### src/rtl/calc_codes.sv
// Shared operator codes, display codes and FSM encoding for the calculator path.
package calc_codes;

    localparam int         BIN_W      = 14;

    localparam logic [3:0] OP_ADD     = 4'd10;
    localparam logic [3:0] OP_SUB     = 4'd11;
    localparam logic [3:0] OP_MUL     = 4'd12;

    localparam logic [3:0] CODE_MINUS = 4'd11;
    localparam logic [3:0] CODE_ERR   = 4'd14;
    localparam logic [3:0] CODE_BLANK = 4'd15;

    typedef enum logic [2:0] {
        S_IDLE,
        S_LOAD,
        S_EXEC,
        S_CONV,
        S_FMT
    } state_e;

    // Two BCD digits to a 7-bit binary value (valid digits only).
    function automatic logic [6:0] bcd2_to_bin(input logic [3:0] tens, input logic [3:0] units);
        return 7'(tens) * 7'd10 + 7'(units);
    endfunction

    // Leading-zero blanking plus optional minus sign left of the most significant digit.
    function automatic logic [15:0] fmt_codes(input logic [15:0] bcd, input logic neg);
        logic [15:0] codes;
        int          msd;
        codes = bcd;
        msd   = 0;
        for (int i = 1; i < 4; i++) begin
            if (bcd[i*4 +: 4] != 4'd0) msd = i;
        end
        for (int i = 1; i < 4; i++) begin
            if (i > msd) codes[i*4 +: 4] = CODE_BLANK;
        end
        if (neg && msd < 3) codes[(msd+1)*4 +: 4] = CODE_MINUS;
        return codes;
    endfunction

endpackage

### src/rtl/bin2bcd_seq.sv
// Sequential double-dabble: one add-3/shift step per cycle, BIN_W steps per conversion.
// done_o marks the final step; bcd_o then carries the finished digits combinationally.
module bin2bcd_seq
    import calc_codes::*;
(
    input  logic             clk,
    input  logic             rst_n,
    input  logic             start_i,
    input  logic [BIN_W-1:0] bin_i,
    output logic             done_o,
    output logic [15:0]      bcd_o
);

    localparam logic [3:0] LAST_STEP = 4'(BIN_W - 1);

    logic [BIN_W-1:0] bin_q, bin_d;
    logic [15:0]      bcd_q, bcd_d;
    logic [3:0]       cnt_q;
    logic             active_q;

    // One double-dabble step: correct digits >= 5, then shift the whole register left.
    always_comb begin
        logic [15:0] adj;
        // NOTE: every variable gets a value before any condition, so no latch is inferred.
        adj = bcd_q;
        for (int i = 0; i < 4; i++) begin
            if (adj[i*4 +: 4] >= 4'd5) adj[i*4 +: 4] = adj[i*4 +: 4] + 4'd3;
        end
        {bcd_d, bin_d} = {adj, bin_q} << 1;
    end

    // Load on start, then step until the last bit has been shifted in.
    always_ff @(posedge clk or negedge rst_n) begin
        // NOTE: non-blocking assignments keep every register sampling pre-edge values.
        if (!rst_n) begin
            bin_q    <= '0;
            bcd_q    <= '0;
            cnt_q    <= '0;
            active_q <= 1'b0;
        end else if (start_i) begin
            bin_q    <= bin_i;
            bcd_q    <= '0;
            cnt_q    <= '0;
            active_q <= 1'b1;
        end else if (active_q) begin
            bin_q <= bin_d;
            bcd_q <= bcd_d;
            cnt_q <= cnt_q + 4'd1;
            if (cnt_q == LAST_STEP) active_q <= 1'b0;
        end
    end

    assign done_o = active_q && (cnt_q == LAST_STEP);
    assign bcd_o  = bcd_d;

endmodule

### src/rtl/bcd_calc_engine.sv
// Multi-cycle BCD add/subtract/multiply producing four 7-segment display codes.
module bcd_calc_engine
    import calc_codes::*;
(
    input  logic       clk,
    input  logic       rst_n,
    input  logic       start,
    input  logic [3:0] opr,
    input  logic [3:0] add1,
    input  logic [3:0] add0,
    input  logic [3:0] aug1,
    input  logic [3:0] aug0,
    output logic       busy,
    output logic       done,
    output logic       err,
    output logic [3:0] out3,
    output logic [3:0] out2,
    output logic [3:0] out1,
    output logic [3:0] out0
);

    localparam logic [15:0] OUT_RESET = {CODE_BLANK, CODE_BLANK, CODE_BLANK, 4'd0};

    state_e            state_q, state_d;
    logic [3:0]        opr_q, opr_d;
    logic [15:0]       dig_q, dig_d;
    logic [6:0]        a_q, a_d, b_q, b_d;
    logic              neg_q, neg_d;
    logic [BIN_W-1:0]  acc_q, acc_d, mcand_q, mcand_d;
    logic [6:0]        mplier_q, mplier_d;
    logic [2:0]        mcnt_q, mcnt_d;
    logic [15:0]       out_q, out_d;
    logic              err_q, err_d;

    logic              conv_start, conv_done;
    logic [BIN_W-1:0]  conv_bin;
    logic [15:0]       conv_bcd;
    logic [7:0]        sum, diff, diff_abs;
    logic              bad_input;

    assign sum      = {1'b0, a_q} + {1'b0, b_q};
    assign diff     = {1'b0, a_q} - {1'b0, b_q};
    assign diff_abs = diff[7] ? (8'd0 - diff) : diff;
    assign bad_input = (dig_q[15:12] > 4'd9) || (dig_q[11:8] > 4'd9) ||
                       (dig_q[7:4]   > 4'd9) || (dig_q[3:0]  > 4'd9) ||
                       !((opr_q == OP_ADD) || (opr_q == OP_SUB) || (opr_q == OP_MUL));

    bin2bcd_seq u_bin2bcd (
        .clk     (clk),
        .rst_n   (rst_n),
        .start_i (conv_start),
        .bin_i   (conv_bin),
        .done_o  (conv_done),
        .bcd_o   (conv_bcd)
    );

    // Next-state and datapath control; the result registers load on the edge into FMT.
    always_comb begin
        state_d    = state_q;
        opr_d      = opr_q;
        dig_d      = dig_q;
        a_d        = a_q;
        b_d        = b_q;
        neg_d      = neg_q;
        acc_d      = acc_q;
        mcand_d    = mcand_q;
        mplier_d   = mplier_q;
        mcnt_d     = mcnt_q;
        out_d      = out_q;
        err_d      = err_q;
        conv_start = 1'b0;
        conv_bin   = '0;

        case (state_q)
            S_IDLE: begin
                if (start) begin
                    opr_d   = opr;
                    dig_d   = {add1, add0, aug1, aug0};
                    state_d = S_LOAD;
                end
            end
            S_LOAD: begin
                a_d      = bcd2_to_bin(dig_q[15:12], dig_q[11:8]);
                b_d      = bcd2_to_bin(dig_q[7:4], dig_q[3:0]);
                acc_d    = '0;
                mcand_d  = {7'd0, a_d};
                mplier_d = b_d;
                mcnt_d   = '0;
                neg_d    = 1'b0;
                if (bad_input) begin
                    out_d   = {4{CODE_ERR}};
                    err_d   = 1'b1;
                    state_d = S_FMT;
                end else begin
                    state_d = S_EXEC;
                end
            end
            S_EXEC: begin
                case (opr_q)
                    OP_ADD: begin
                        conv_bin   = {6'd0, sum};
                        conv_start = 1'b1;
                        state_d    = S_CONV;
                    end
                    OP_SUB: begin
                        conv_bin   = {6'd0, diff_abs};
                        neg_d      = diff[7];
                        conv_start = 1'b1;
                        state_d    = S_CONV;
                    end
                    OP_MUL: begin
                        if (mplier_q[0]) acc_d = acc_q + mcand_q;
                        mcand_d  = mcand_q << 1;
                        mplier_d = mplier_q >> 1;
                        mcnt_d   = mcnt_q + 3'd1;
                        conv_bin = acc_d;
                        if (mcnt_q == 3'd6) begin
                            conv_start = 1'b1;
                            state_d    = S_CONV;
                        end
                    end
                    default: begin
                        out_d   = {4{CODE_ERR}};
                        err_d   = 1'b1;
                        state_d = S_FMT;
                    end
                endcase
            end
            S_CONV: begin
                if (conv_done) begin
                    out_d   = fmt_codes(conv_bcd, neg_q);
                    err_d   = 1'b0;
                    state_d = S_FMT;
                end
            end
            S_FMT: begin
                state_d = S_IDLE;
            end
            default: state_d = S_IDLE;
        endcase
    end

    // State and datapath registers; reset aborts any operation in flight.
    always_ff @(posedge clk or negedge rst_n) begin
        if (!rst_n) begin
            state_q  <= S_IDLE;
            opr_q    <= '0;
            dig_q    <= '0;
            a_q      <= '0;
            b_q      <= '0;
            neg_q    <= 1'b0;
            acc_q    <= '0;
            mcand_q  <= '0;
            mplier_q <= '0;
            mcnt_q   <= '0;
            out_q    <= OUT_RESET;
            err_q    <= 1'b0;
        end else begin
            state_q  <= state_d;
            opr_q    <= opr_d;
            dig_q    <= dig_d;
            a_q      <= a_d;
            b_q      <= b_d;
            neg_q    <= neg_d;
            acc_q    <= acc_d;
            mcand_q  <= mcand_d;
            mplier_q <= mplier_d;
            mcnt_q   <= mcnt_d;
            out_q    <= out_d;
            err_q    <= err_d;
        end
    end

    assign busy = (state_q == S_LOAD) || (state_q == S_EXEC) || (state_q == S_CONV);
    assign done = (state_q == S_FMT);
    assign err  = err_q;
    assign {out3, out2, out1, out0} = out_q;

endmodule

### config.mk
export PLATFORM = sky130hd
export DESIGN_NAME = bcd_calc_engine
export DESIGN_NICKNAME = d
export VERILOG_FILES = /design/src/rtl/calc_codes.sv /design/src/rtl/bin2bcd_seq.sv /design/src/rtl/bcd_calc_engine.sv
export SDC_FILE = /design/constraint.sdc
export NUM_CORES = 1
export LEC_CHECK = 0
export ABC_AREA = 1
export CAP_MARGIN = 30
export CORE_MARGIN = 4
export CORE_UTILIZATION = 30
export DETAILED_ROUTE_END_ITERATION = 8
export DONT_BUFFER_PORTS = 1
export PLACE_DENSITY = 0.54
export REMOVE_ABC_BUFFERS = 1
export SYNTH_ARGS = -nofsm -noshare
export SYNTH_HDL_FRONTEND = slang
export SYNTH_SLANG_ARGS = --single-unit
### constraint.sdc
create_clock -name clk -period 2.7 [get_ports clk]
set_clock_uncertainty 0.15 [all_clocks]
set_input_delay 0.54 -clock clk [delete_from_list [all_inputs] [get_ports clk]]
set_output_delay 0.54 -clock clk [all_outputs]
set_load 0.01 [all_outputs]
Word level (Yosys, flattened, before mapping)
Index checks and enable logic that the tools add are counted.
- register bits: 128
- bits in latches: 0
- bits in writable memories: 0
- bits in read-only memories: 0
- bits of input ports: 23
- output and inout bits: 19
- logic and storage cells: 147
- memories: 0
- add/sub/neg operators: 14
- multipliers: 2
- div/mod/pow operators: 0
- order comparisons: 12
- equal/unequal tests: 16
- shift-type cells: 2
- mux-type cells: 60
- bitwise operators: 0
- reductions and logical operators: 25
- operator list (cell ; number):
    two-way mux 32 bit ; 4
    two-way mux 16 bit ; 6
    two-way mux 14 bit ; 6
    greater-than comparator 3 x 32 -> 1 bit (first input constant) ; 2
    two-way mux 4 bit ; 14
    case mux 14 bit (2 select lines) ; 2
    case mux 16 bit (3 select lines) ; 1
    case mux 14 bit (3 select lines) ; 1
    negation 32 -> 33 bit ; 1
    variable shift 4 x 33 -> 16 bit (first input constant) ; 1
    variable part select 4 x 33 -> 16 bit (first input constant) ; 1
    greater-than comparator 2 x 32 -> 1 bit (first input constant) ; 1
    < comparator 32 x 3 -> 1 bit (second input constant) ; 1
    adder 30 x 2 -> 30 bit (second input constant) ; 1
    two-way mux 3 bit ; 6
    bitwise mux 16 bit ; 1
    equality test 4 bit (second input constant) ; 4
    greater-or-equal comparator 4 x 3 -> 1 bit (second input constant) ; 4
    greater-than comparator 4 bit (second input constant) ; 4
    adder 14 bit ; 1
    adder 7 x 4 -> 7 bit ; 2
    case mux 7 bit (2 select lines) ; 1
    adder 4 x 2 -> 4 bit (second input constant) ; 3
    multiplier 4 x 3 -> 6 bit (second input constant) ; 2
    other kinds (30) ; 61

Depth between registers and ports, before layout
- depth after elaboration: 16
- gate-level depth with buffers: 17
- depth with buffers taken out: 16

Modules after synthesis
From an unflattened synthesis, not the netlist that was laid out.
- cell total of the unflattened synthesis: 1038
- area, all modules: 8265.4 um^2
- by module, submodules not included (module ; instances ; cells each ; area each (um^2) ; sequential area each (um^2)):
    bcd_calc_engine ; 1 ; 784 ; 6158.4 ; 2342.2
    bin2bcd_seq ; 1 ; 254 ; 2107.0 ; 875.8

Least setup slack after synthesis
OpenSTA, ideal clock, no wires.
- kind: flip-flop to flip-flop
- from: register a_q[0]
- to: register u_bin2bcd.bin_q[6]
- setup time: 116 ps
- arrival time: 1870 ps
- data required time: 2434 ps
- path slack: 564 ps
- cell stages (with the launch flop): 16
- path buffers: 0
- clock period less this slack: 2136 ps
- cell sequence: dfrtp_1 -> inv_1 -> ha_1 -> inv_1 -> fa_1 -> or2_2 -> nand2_1 -> nor2_1 -> nand2_1 -> nor2_1 -> nand2_1 -> nand2_1 -> nand2_1 -> nand3_1 -> nand2_1 -> nand2_1
- word-level cells in the longest chain between the ends: 6
- elaborated cells between the ends (all ways): 7
- classes of those cells: add/sub (3); mux (4)
- RTL lines (what ; line ; RTL):
    from (decl) ; bcd_calc_engine.sv:27 ; logic [6:0] a_q, a_d, b_q, b_d;
    from (signal assigned) ; bcd_calc_engine.sv:149 ; a_q <= '0;
    from (signal assigned) ; bcd_calc_engine.sv:162 ; a_q <= a_d;
    subtractor 7 x 7 -> 8 bit ; bcd_calc_engine.sv:42 ; assign diff = {1'b0, a_q} - {1'b0, b_q};
    subtractor 1 x 8 -> 8 bit ; bcd_calc_engine.sv:43 ; assign diff_abs = diff[7] ? (8'd0 - diff) : diff;
    two-way mux 8 bit ; bcd_calc_engine.sv:43 ;
    case mux 14 bit (3 select lines) (*) ; bcd_calc_engine.sv:99 ; case (opr_q)
    two-way mux 14 bit (*) ; bcd_calc_engine.sv:74 ; case (state_q)
    two-way mux 14 bit (*) ; bin2bcd_seq.sv:40 ; end else if (start_i) begin
    to (signal assigned) ; bin2bcd_seq.sv:41 ; bin_q <= bin_i;
    to (signal assigned) ; bin2bcd_seq.sv:46 ; bin_q <= bin_d;
    to (decl) ; bin2bcd_seq.sv:16 ; logic [BIN_W-1:0] bin_q, bin_d;
Mark *: on every way between the ends. The rest lies on a longest branch, timed or not.
A chain may end at the register's enable or synchronous reset.

Worst setup path after layout
Same ends and word-level chain as after synthesis.

==> impl_metrics.toml <==
[status]
status = "complete, but fails checks"
violations = "negative hold slack"

[cts]
clock_latency_ns = 0.42
root_buffer = "clkbuf_16"
clk_pin_slew_ns = 0.06
cts_buffer_depth = 2
cts.sink_count = 128
cts_buffers = 17
htreeDepth = 4
cts_tree = "yes"

[critical_path]
arrival_ns = 2.47
crit_family = "simple AND/OR/NAND/NOR gates"
crit_fanout = 4
slowest_delay_ns = 0.42
cpMostUsedCell = "nand2_1"
crit_required_ns = 2.86
cp-start-kind = "flip-flop"
critPathCaptureType = "flip-flop"
crit_chain = "inv_1 -> ha_1 -> inv_1 -> fa_1 -> or2_2 -> nand2_1 -> nor2_1 -> nand2_1 -> nor2_1 -> nand2_1 -> nand2_1 -> nand2_1 -> nand3_1 -> nand2_1 -> nand2_1"
crit_slowest_cell = "fa_1"
critPathKind = "flip-flop to flip-flop"
critPathBufInv = 2

[power_and_ir_drop]
clkPwrFrac = 0.556
swShare = 0.208
p_leak_nw = 4.68
pwr-share-seq = 0.444
p_comb_frac = 0
ir_drop_v = 0.000338
power_switching_uw = 899
power.density_nw_per_um2 = 475
intPower_mw = 3.42
power_mw = 4.32

[floorplan]
start_util = 0.303
die_h_um = 173
die_area_um2 = 29900
fp.dieW_um = 173
fp-row-count = 60
core-area_um2 = 26900
io_pins = 42

[logic_synthesis]
synth_top_area_share = 0.356
ys_ff_latch = 128
synth.yosys.warnings = 0
synth_cell_types = 51
synthCells = 1038
netlist_area_um2 = 8150
syn_area_per_cell_um2 = 7.85
synth_edf_count = 0
synthTopCellsByArea = "dfrtp_1 36%, nand2_1 11%, ha_1 8.0%"
synthArstFlopShare = 1.00
ys_seq_area_frac = 0.395
ys.flop_type = "dfrtp_1"
netlist.top_cell.by_area = "dfrtp_1"

[layout]
syn_to_final_growth_pct = 11.7
diodes = 0
final_layout_size_suffix_gt1_frac = 0.102
register_area_um2 = 3220
layout.nets = 1121
nFillCells = 2829
multi_input_area_um2 = 4160
final_common_cell = "nand2_1"
layout_common_cells = "239 x nand2_1, 154 x inv_1, 116 x dfrtp_1"

[timing]
rsz0062_at_grt = "false"
max_freq_mhz = 434
hold_viol = 128
relSlewSlack = 0.607
finalCritPeriodShare = 0.854
final.setup.tns_ns = 0
whs_ns = -0.335
tightest_slew_ns = 0.589
period_needed_ns = 2.31
slew_viol_final = 0
setup-violations-final = 0

[hold_path]
hold_class = "input pin to asynchronous set/reset pin"

[route]
drtIter0Drc = 311
drc = 0
ant_nets = 0
wl_per_cell_um = 13.9
dr.pass1.iters = 5
dr_total_vias = 6575
vias_per_cell = 4.72
routed_wl_um = 19300

[global_routing]
grtUsageTotal = 0.132
antenna_found_initial = 1
grt_max_degree = 129
globalRouteOverflowTotal = 0
grt_pass1_vias = 6481
grt_pass1_wl_um = 32700

[flow_run]
cap_viol_max_count = 0

[placed_design]
place_congestion = 0.838
port_buffers = 0
dp_hpwl_um = 14200
-- synthesized netlist by cell type, drive strengths merged, types with 4 or more instances --
master	n
nor2	75
or2	4
o21ai	93
a21oi	56
clkbuf	10
dfstp	12
xor2	12
nor3	5
fa	7
mux2	14
nand3	92
o21a	9
o221ai	8
dfrtp	116
nand2	242
ha	52
inv	161
xnor2	6
nand4	15
buf	18
-- sequential cells by signal (all words and copies together), names as in the netlist, 7 cells and up --
name,count
u_bin2bcd.bcd_q,16
mcand_q,14
out_q,16
u_bin2bcd.bin_q,14
a_q,7
mplier_q,7
dig_q,16
b_q,7
acc_q,14
-- kinds of logic (layout without fill, tap and decap cells) --
kind of cell | after synthesis | in the layout | synth area share
AOI/OAI and AO/OA | 192 | 192 | 0.137
adders and majority gates | 59 | 59 | 0.0970
xor gates and xnor gates | 18 | 18 | 0.0203
buffers and inverters | 191 | 205 | 0.0950
muxes | 14 | 14 | 0.0193
and+or+nand+nor | 436 | 436 | 0.237
DFF | 128 | 128 | 0.395
-- final cells by class --
type / count / share of cell area
multi-input combinational: 719 / 0.457
sequential: 128 / 0.353
inverter: 163 / 0.0675
clock buffer: 19 / 0.0498
tap: 341 / 0.0469
clock inverter: 13 / 0.0175
timing repair buffer: 10 / 0.00825
-- worst reg2reg max path: stages, from the launching register on --
cell     delay, ns
dfrtp_1       0.37
inv_1         0.08
ha_1          0.14
inv_1         0.07
fa_1          0.42
or2_2         0.31
nand2_1       0.11
nor2_1        0.05
nand2_1       0.10
nor2_1        0.05
nand2_1       0.07
nand2_1       0.05
nand2_1       0.08
nand3_1       0.06
nand2_1       0.06
nand2_1       0.04
-- metal layers --
layer / part of all wire / GRT usage / vias to the layer above
li1: - / - / 3393
met1: 0.50 / 0.179 / 3066
met2: 0.45 / 0.215 / 101
met3: 0.035 / 0.0304 / 13
met4: 0.0096 / 0.0303 / 2
met5: 0.00036 / 0 / -
-- path summary, 6_finish.rpt --
| path | from | slack (ns) | cells past startpoint | end |
|---|---|---|---|---|
| worst min register to register | u_bin2bcd.bin_q[6]$_DFFE_PN0P_ | 0.33 | 2 | u_bin2bcd.bin_q[6]$_DFFE_PN0P_ |
| min in group clk | aug0[3] | 0.12 | 1 | dig_q[3]$_DFFE_PN0P_ |
| max in group asynchronous | rst_n | 2.48 | 0 | out_q[7]$_DFFE_PN1P_ |
| worst max register to register | a_q[0]$_DFFE_PN0P_ | 0.39 | 15 | u_bin2bcd.bin_q[6]$_DFFE_PN0P_ |
| worst min-delay path | rst_n | -0.34 | 0 | mcand_q[13]$_DFFE_PN0P_ |
| worst max-delay path | a_q[0]$_DFFE_PN0P_ | 0.39 | 15 | u_bin2bcd.bin_q[6]$_DFFE_PN0P_ |
-- power by group through the flow --
stage | sequential, mW | combinational (mW) | clock, mW
after floorplan | 1.95 | 0.000277 | 0
after global placement | 1.95 | 0.000277 | 0
after detailed placement | 1.95 | 0.000277 | 0
after CTS | 1.92 | 0.000277 | 2.46
after global routing | 1.92 | 0.000277 | 2.55
final | 1.92 | 0.000277 | 2.40
-- what timing repair did --
item                      4_1_cts  5_1_grt
hold endpoints to repair      128      128
setup buffers                   0        0
resized for setup               0        0
-- metrics by stage --
step / worst slack [ns] / utilization / instance area [µm²] / hold WS, ns / instances
2_1_floorplan: 0.458 / - / 7990 / 0.0944 / 1010
3_3_place_gp: 0.409 / 0.316 / 8490 / 0.0992 / 1361
3_5_place_dp: 0.394 / 0.316 / 8490 / 0.0986 / 1361
4_1_cts: 0.390 / 0.339 / 9100 / -0.358 / 1393
5_1_grt: 0.184 / 0.339 / 9100 / -0.357 / 1393
6_report: 0.393 / 0.339 / 9100 / -0.335 / 1393
(Power assumes the default switching activity.)
